--- src/rtl/conv_clause_array.sv ---
// Sliding PATCH x PATCH window over a column-serial pixel stream; evaluates N_CLAUSES
// include/negated-include clauses per patch and OR-reduces them per image.
module conv_clause_array #(
  parameter int PATCH     = 3,
  parameter int IMG_W     = 28,
  parameter int N_STRIPS  = 26,
  parameter int N_CLAUSES = 4,
  parameter int X_W       = 5,
  parameter int Y_W       = 5
) (
  input  logic                               clk,
  input  logic                               rst,
  input  logic                               img_start,
  input  logic                               in_valid,
  output logic                               in_ready,
  input  logic [PATCH-1:0]                   pixels,
  input  logic [N_CLAUSES*PATCH*PATCH-1:0]   rule,
  input  logic [N_CLAUSES*PATCH*PATCH-1:0]   neg_rule,
  input  logic                               train_mode,
  output logic                               patch_valid,
  output logic [N_CLAUSES-1:0]               patch_clause,
  output logic [X_W-1:0]                     patch_x,
  output logic [Y_W-1:0]                     patch_y,
  output logic                               img_valid,
  input  logic                               img_ready,
  output logic [N_CLAUSES-1:0]               img_clause,
  output logic [1:0]                         dbg_state
);

  localparam int PP = PATCH * PATCH;
  localparam logic [X_W-1:0] FIRST_COL  = X_W'(PATCH - 1);
  localparam logic [X_W-1:0] LAST_COL   = X_W'(IMG_W - 1);
  localparam logic [Y_W-1:0] LAST_STRIP = Y_W'(N_STRIPS - 1);

  typedef enum logic [1:0] {IDLE = 2'd0, FILL = 2'd1, SLIDE = 2'd2, DONE = 2'd3} state_t;

  // Handshakes: a transfer happens on a rising edge where valid & ready are both high.
  // in_valid/in_ready carry column beats; img_valid/img_ready carry the per-image result,
  // and img_valid/img_clause hold steady until that transfer.
  state_t               state;
  logic [PP-1:0]        win;
  logic [X_W-1:0]       col_cnt;
  logic [Y_W-1:0]       strip;
  logic [N_CLAUSES-1:0] acc;

  logic [PP-1:0]        base_win;
  logic [X_W-1:0]       base_col;
  logic [Y_W-1:0]       base_strip;
  logic [N_CLAUSES-1:0] base_acc;
  logic [PP-1:0]        nwin;
  logic [N_CLAUSES-1:0] match;
  logic                 accept;
  logic                 complete;
  logic                 fire;
  logic                 wrap;
  logic                 last;
  logic [X_W-1:0]       nxt_col;
  logic [Y_W-1:0]       nxt_strip;
  logic [N_CLAUSES-1:0] nxt_acc;

  assign in_ready  = !(img_valid && !img_ready);
  assign accept    = in_valid && in_ready;
  assign dbg_state = state;

  // img_start zeroes the working state before a same-cycle beat is applied
  assign base_win   = img_start ? '0 : win;
  assign base_col   = img_start ? '0 : col_cnt;
  assign base_strip = img_start ? '0 : strip;
  assign base_acc   = img_start ? '0 : acc;

  // Window bit r*PATCH+k: row r, column k; k=PATCH-1 is the newest column.
  for (genvar r = 0; r < PATCH; r++) begin : g_row
    for (genvar k = 0; k < PATCH; k++) begin : g_col
      if (k == PATCH - 1) begin : g_new
        assign nwin[r*PATCH+k] = pixels[r];
      end else begin : g_shift
        assign nwin[r*PATCH+k] = base_win[r*PATCH+k+1];
      end
    end
  end

  for (genvar c = 0; c < N_CLAUSES; c++) begin : g_clause
    logic [PP-1:0] inc_m;
    logic [PP-1:0] neg_m;
    logic [PP-1:0] lits;
    assign inc_m    = rule[c*PP +: PP];
    assign neg_m    = neg_rule[c*PP +: PP];
    assign lits     = (nwin | ~inc_m) & (~nwin | ~neg_m);
    assign match[c] = (|(inc_m | neg_m)) ? (&lits) : train_mode;
  end

  assign complete  = base_col >= FIRST_COL;
  assign fire      = accept && complete;
  assign wrap      = base_col == LAST_COL;
  assign last      = wrap && (base_strip == LAST_STRIP);
  assign nxt_col   = wrap ? '0 : base_col + 1'b1;
  assign nxt_strip = !wrap ? base_strip : (last ? '0 : base_strip + 1'b1);
  assign nxt_acc   = fire ? (base_acc | match) : base_acc;

  always_ff @(posedge clk) begin
    if (rst) begin
      state        <= IDLE;
      win          <= '0;
      col_cnt      <= '0;
      strip        <= '0;
      acc          <= '0;
      patch_valid  <= 1'b0;
      patch_clause <= '0;
      patch_x      <= '0;
      patch_y      <= '0;
      img_valid    <= 1'b0;
      img_clause   <= '0;
    end else begin
      if (accept) begin
        // A strip wrap empties the window so no patch straddles two strips
        win     <= wrap ? '0 : nwin;
        col_cnt <= nxt_col;
        strip   <= nxt_strip;
        acc     <= last ? '0 : nxt_acc;
      end else if (img_start) begin
        win     <= '0;
        col_cnt <= '0;
        strip   <= '0;
        acc     <= '0;
      end

      patch_valid <= fire;
      if (fire) begin
        patch_clause <= match;
        patch_x      <= base_col - FIRST_COL;
        patch_y      <= base_strip;
      end

      if (accept && last) begin
        img_valid  <= 1'b1;
        img_clause <= nxt_acc;
      end else if (img_valid && img_ready) begin
        img_valid  <= 1'b0;
      end

      if (accept && last) begin
        state <= DONE;
      end else if (img_valid && !img_ready) begin
        state <= DONE;
      end else if (accept) begin
        state <= (nxt_col < FIRST_COL) ? FILL : SLIDE;
      end else if (img_start || state == DONE) begin
        state <= IDLE;
      end
    end
  end

endmodule

--- config.mk ---
export PLATFORM = sky130hd
export DESIGN_NAME = conv_clause_array
export DESIGN_NICKNAME = d
export VERILOG_FILES = /design/src/rtl/conv_clause_array.sv
export SDC_FILE = /design/constraint.sdc
export NUM_CORES = 1
export LEC_CHECK = 0
export ABC_AREA = 0
export BUFFER_PORTS_ARGS = -buffer_cell sky130_fd_sc_hd__buf_2
export CORE_MARGIN = 2
export CORE_UTILIZATION = 45
export DETAILED_ROUTE_END_ITERATION = 16
export PLACE_DENSITY = 0.78
export SYNTH_ARGS = -nofsm -noshare
export SYNTH_HDL_FRONTEND = slang
export SYNTH_SLANG_ARGS = --single-unit
--- constraint.sdc ---
create_clock -name clk -period 3.18 [get_ports clk]
set_clock_uncertainty 0.05 [all_clocks]
set_input_delay 0.477 -clock clk [delete_from_list [all_inputs] [get_ports clk]]
set_output_delay 0.477 -clock clk [all_outputs]
set_load 0.01 [all_outputs]
==> out/results.txt <==
pwr/cell area -> 321 nW/um2
CTS root buffer -> clkbuf_8
largest net degree at the start of global routing -> 27
PortBufs -> 103
Top Ports -> 104
# rows -> 28
worst hold path startpoint -> patch_clause[1]
ys async rst share -> 0
post-synthesis register bit count -> 42
TritonRoute pass-1 iters -> 5
CTS tree -> done
status -> complete, no violations
final hold slack -> 0.401 ns
final global-route overflow total -> 0
DR vias/cell -> 5.67
part of the Yosys area used for sequential elements -> 0.312
VDD IR max -> 0.000177 V
Layout Cells excl Fill -> 489
Rel. slew slack -> 0.598
fraction of layout cells with a size suffix above 1 -> 0.338
1st-iter DRT viols -> 191
synthesized net count -> 405
endpoint class of the critical path -> register
most common cell after layout, fill and taps aside -> buf_2
final WL -> 7500 um
diode count -> 0
final HPWL from detailed placement -> 6030 um
Max Slew Vio Count -> 0
die area -> 6630 um2
first-pass GRT wire length -> 11,900 um
clk slew on worst S/H paths -> 0.08 ns
Post-Syn Area -> 2700 um2
Worst R2R Start -> col_cnt[1]
Setup crit start -> col_cnt[1]
Synth area leader -> dfxtp_1
Synth Warn # -> 0
Layout Nets -> 499
Final period util -> 0.809
Final Hold Viols -> 0
most common flop cell mapped by yosys -> dfxtp_1
Core Area -> 5850 um2
Post-synth EDFFs -> 0
Initial Utilization -> 0.461
unrepaired setup endpoints after global routing -> false
post-CTS sizing -> 0
final critical-path required period -> 2.57 ns
Synth Area per Inst -> 8.46 um2
RePlAce Congestion -> 0.867
Die Ht -> 81.4 um
LEAKAGE -> 1.47 nW
H-tree level count -> 2
CTS sink count -> 42
max cap viols -> 0
Post-Synthesis Cells -> 319
vias in the first global route -> 2,625
gr usage total -> 0.235
chip width -> 81.4 um
setup_tns -> 0 ns
Max Fanout on Critical Path -> 7
# DRC -> 0
worst min path class -> register to register
max frequency -> 389 MHz
hold_buf cts -> 0
final setup vio count -> 0
Vias -> 2,773
cell total after placement -> 481
CTS max path bufs -> 2
Worst Tran Pin Value -> 0.602 ns
postcts setup bufs -> 0
Synth top area share -> 0.312
initial antenna violation count -> 0
wire per inst -> 15.3 um
Inserted Clock Buffers -> 5
Worst Setup Path Type -> register to register
top post-synthesis cells by area -> dfxtp_1, mux2i_1, nor2_1
Clk Latency, worst-skew pair -> 0.30 ns
CP Data Arrival Time -> 2.72 ns
Setup crit start kind -> register
most frequent cells in the layout -> buf_2, dfxtp_1, nor2_1, nand2_1, mux2i_1
Area Growth Syn to Fin -> 22.7%
Unique masters post-synth -> 54
Routed Antenna Nets -> 0
fin util -> 0.566
Worst Path Required -> 3.32 ns
==> stage by stage <==
stage	power, mW	setup WS (ns)	cell area (um2)
after global placement	0.717	0.512	3220
after floorplan	0.638	0.450	2700
after CTS	1.07	0.672	3310
after detailed placement	0.720	0.372	3220
after global routing	1.10	0.382	3310
final	1.06	0.607	3310
==> synthesized netlist by cell type (2+ instances only) <==
| cell type | n |
|---|---|
| nor4_1 | 21 |
| nand4_1 | 8 |
| dfxtp_1 | 42 |
| and3_1 | 2 |
| mux2_2 | 2 |
| nand3_1 | 7 |
| buf_6 | 4 |
| nand2_1 | 29 |
| a22oi_1 | 2 |
| nor2b_1 | 9 |
| buf_2 | 6 |
| nor3_1 | 11 |
| nand2b_4 | 3 |
| a211oi_1 | 9 |
| a31o_2 | 2 |
| a211oi_2 | 2 |
| nor4_2 | 3 |
| a31oi_1 | 7 |
| a22o_1 | 3 |
| nor3_4 | 2 |
| nand3_2 | 2 |
| nor2_1 | 37 |
| xnor2_1 | 5 |
| nor2b_2 | 2 |
| a21oi_1 | 21 |
| mux2i_1 | 26 |
| ha_1 | 5 |
| nand2b_1 | 6 |
| inv_1 | 7 |
| o21ai_0 | 3 |
| clkbuf_1 | 8 |
==> cell type report <==
class,instances,area [um2]
inverters,8,30.0
clock buffers,7,86.3
fillers,528,2540
repair buffers,106,538
well taps,75,93.8
flip-flops and latches,42,841
multi-input cells,250,1720
clock inverters,1,5.00
==> layer usage <==
metal  vias up  global-route usage  routed length, um
met3        24              0.0571                604
met4         0               0.110                239
met2       127               0.422               3650
met5         -                   0                  0
li1       1367                   -                  -
met1      1255               0.260               3010
==> flip-flops by register name, indices dropped and copies added (netlist names) <==
| signal | flops |
|---|---|
| acc | 4 |
| col_cnt | 5 |
| dbg_state | 2 |
| img_clause | 4 |
| img_valid | 1 |
| patch_clause | 4 |
| patch_valid | 1 |
| patch_x | 5 |
| patch_y | 5 |
| strip | 5 |
| win | 6 |
==> report_power, final <==
part	internal [mW]	switching [mW]
Combinational	0.0778	0.0946
Clock	0.175	0.178
Sequential	0.532	0.00471
==> worst max-delay path, cell delays in order (launching register included) <==
cell	delay, ns
dfxtp_1	0.37
nor2b_1	0.34
ha_1	0.37
nand3_2	0.17
nor3_4	0.29
nand2_2	0.16
nor3_4	0.32
nor2_1	0.14
a31o_2	0.26
==> kinds of logic (layout without fill, tap and decap cells) <==
kind of cell    count (synthesis)  count (layout)  share of synthesized area
buf+inv                        27             122                     0.0519
compound gates                 63              63                      0.178
xor+xnor                        6               6                     0.0195
simple gates                  147             147                      0.306
fa+ha+maj                       5               5                     0.0232
mux                            29              29                      0.110
flops                          42              42                      0.312
==> path summary, 6_finish.rpt <==
path / cells past startpoint / slack, ns / endpoint
setup / recovery: 8 / 0.61 / acc[1]
hold / removal: 2 / 0.40 / patch_clause[1]
setup reg to reg: 8 / 0.61 / acc[1]
hold reg to reg: 2 / 0.40 / patch_clause[1]
Power figures use the tool's default switching activity.
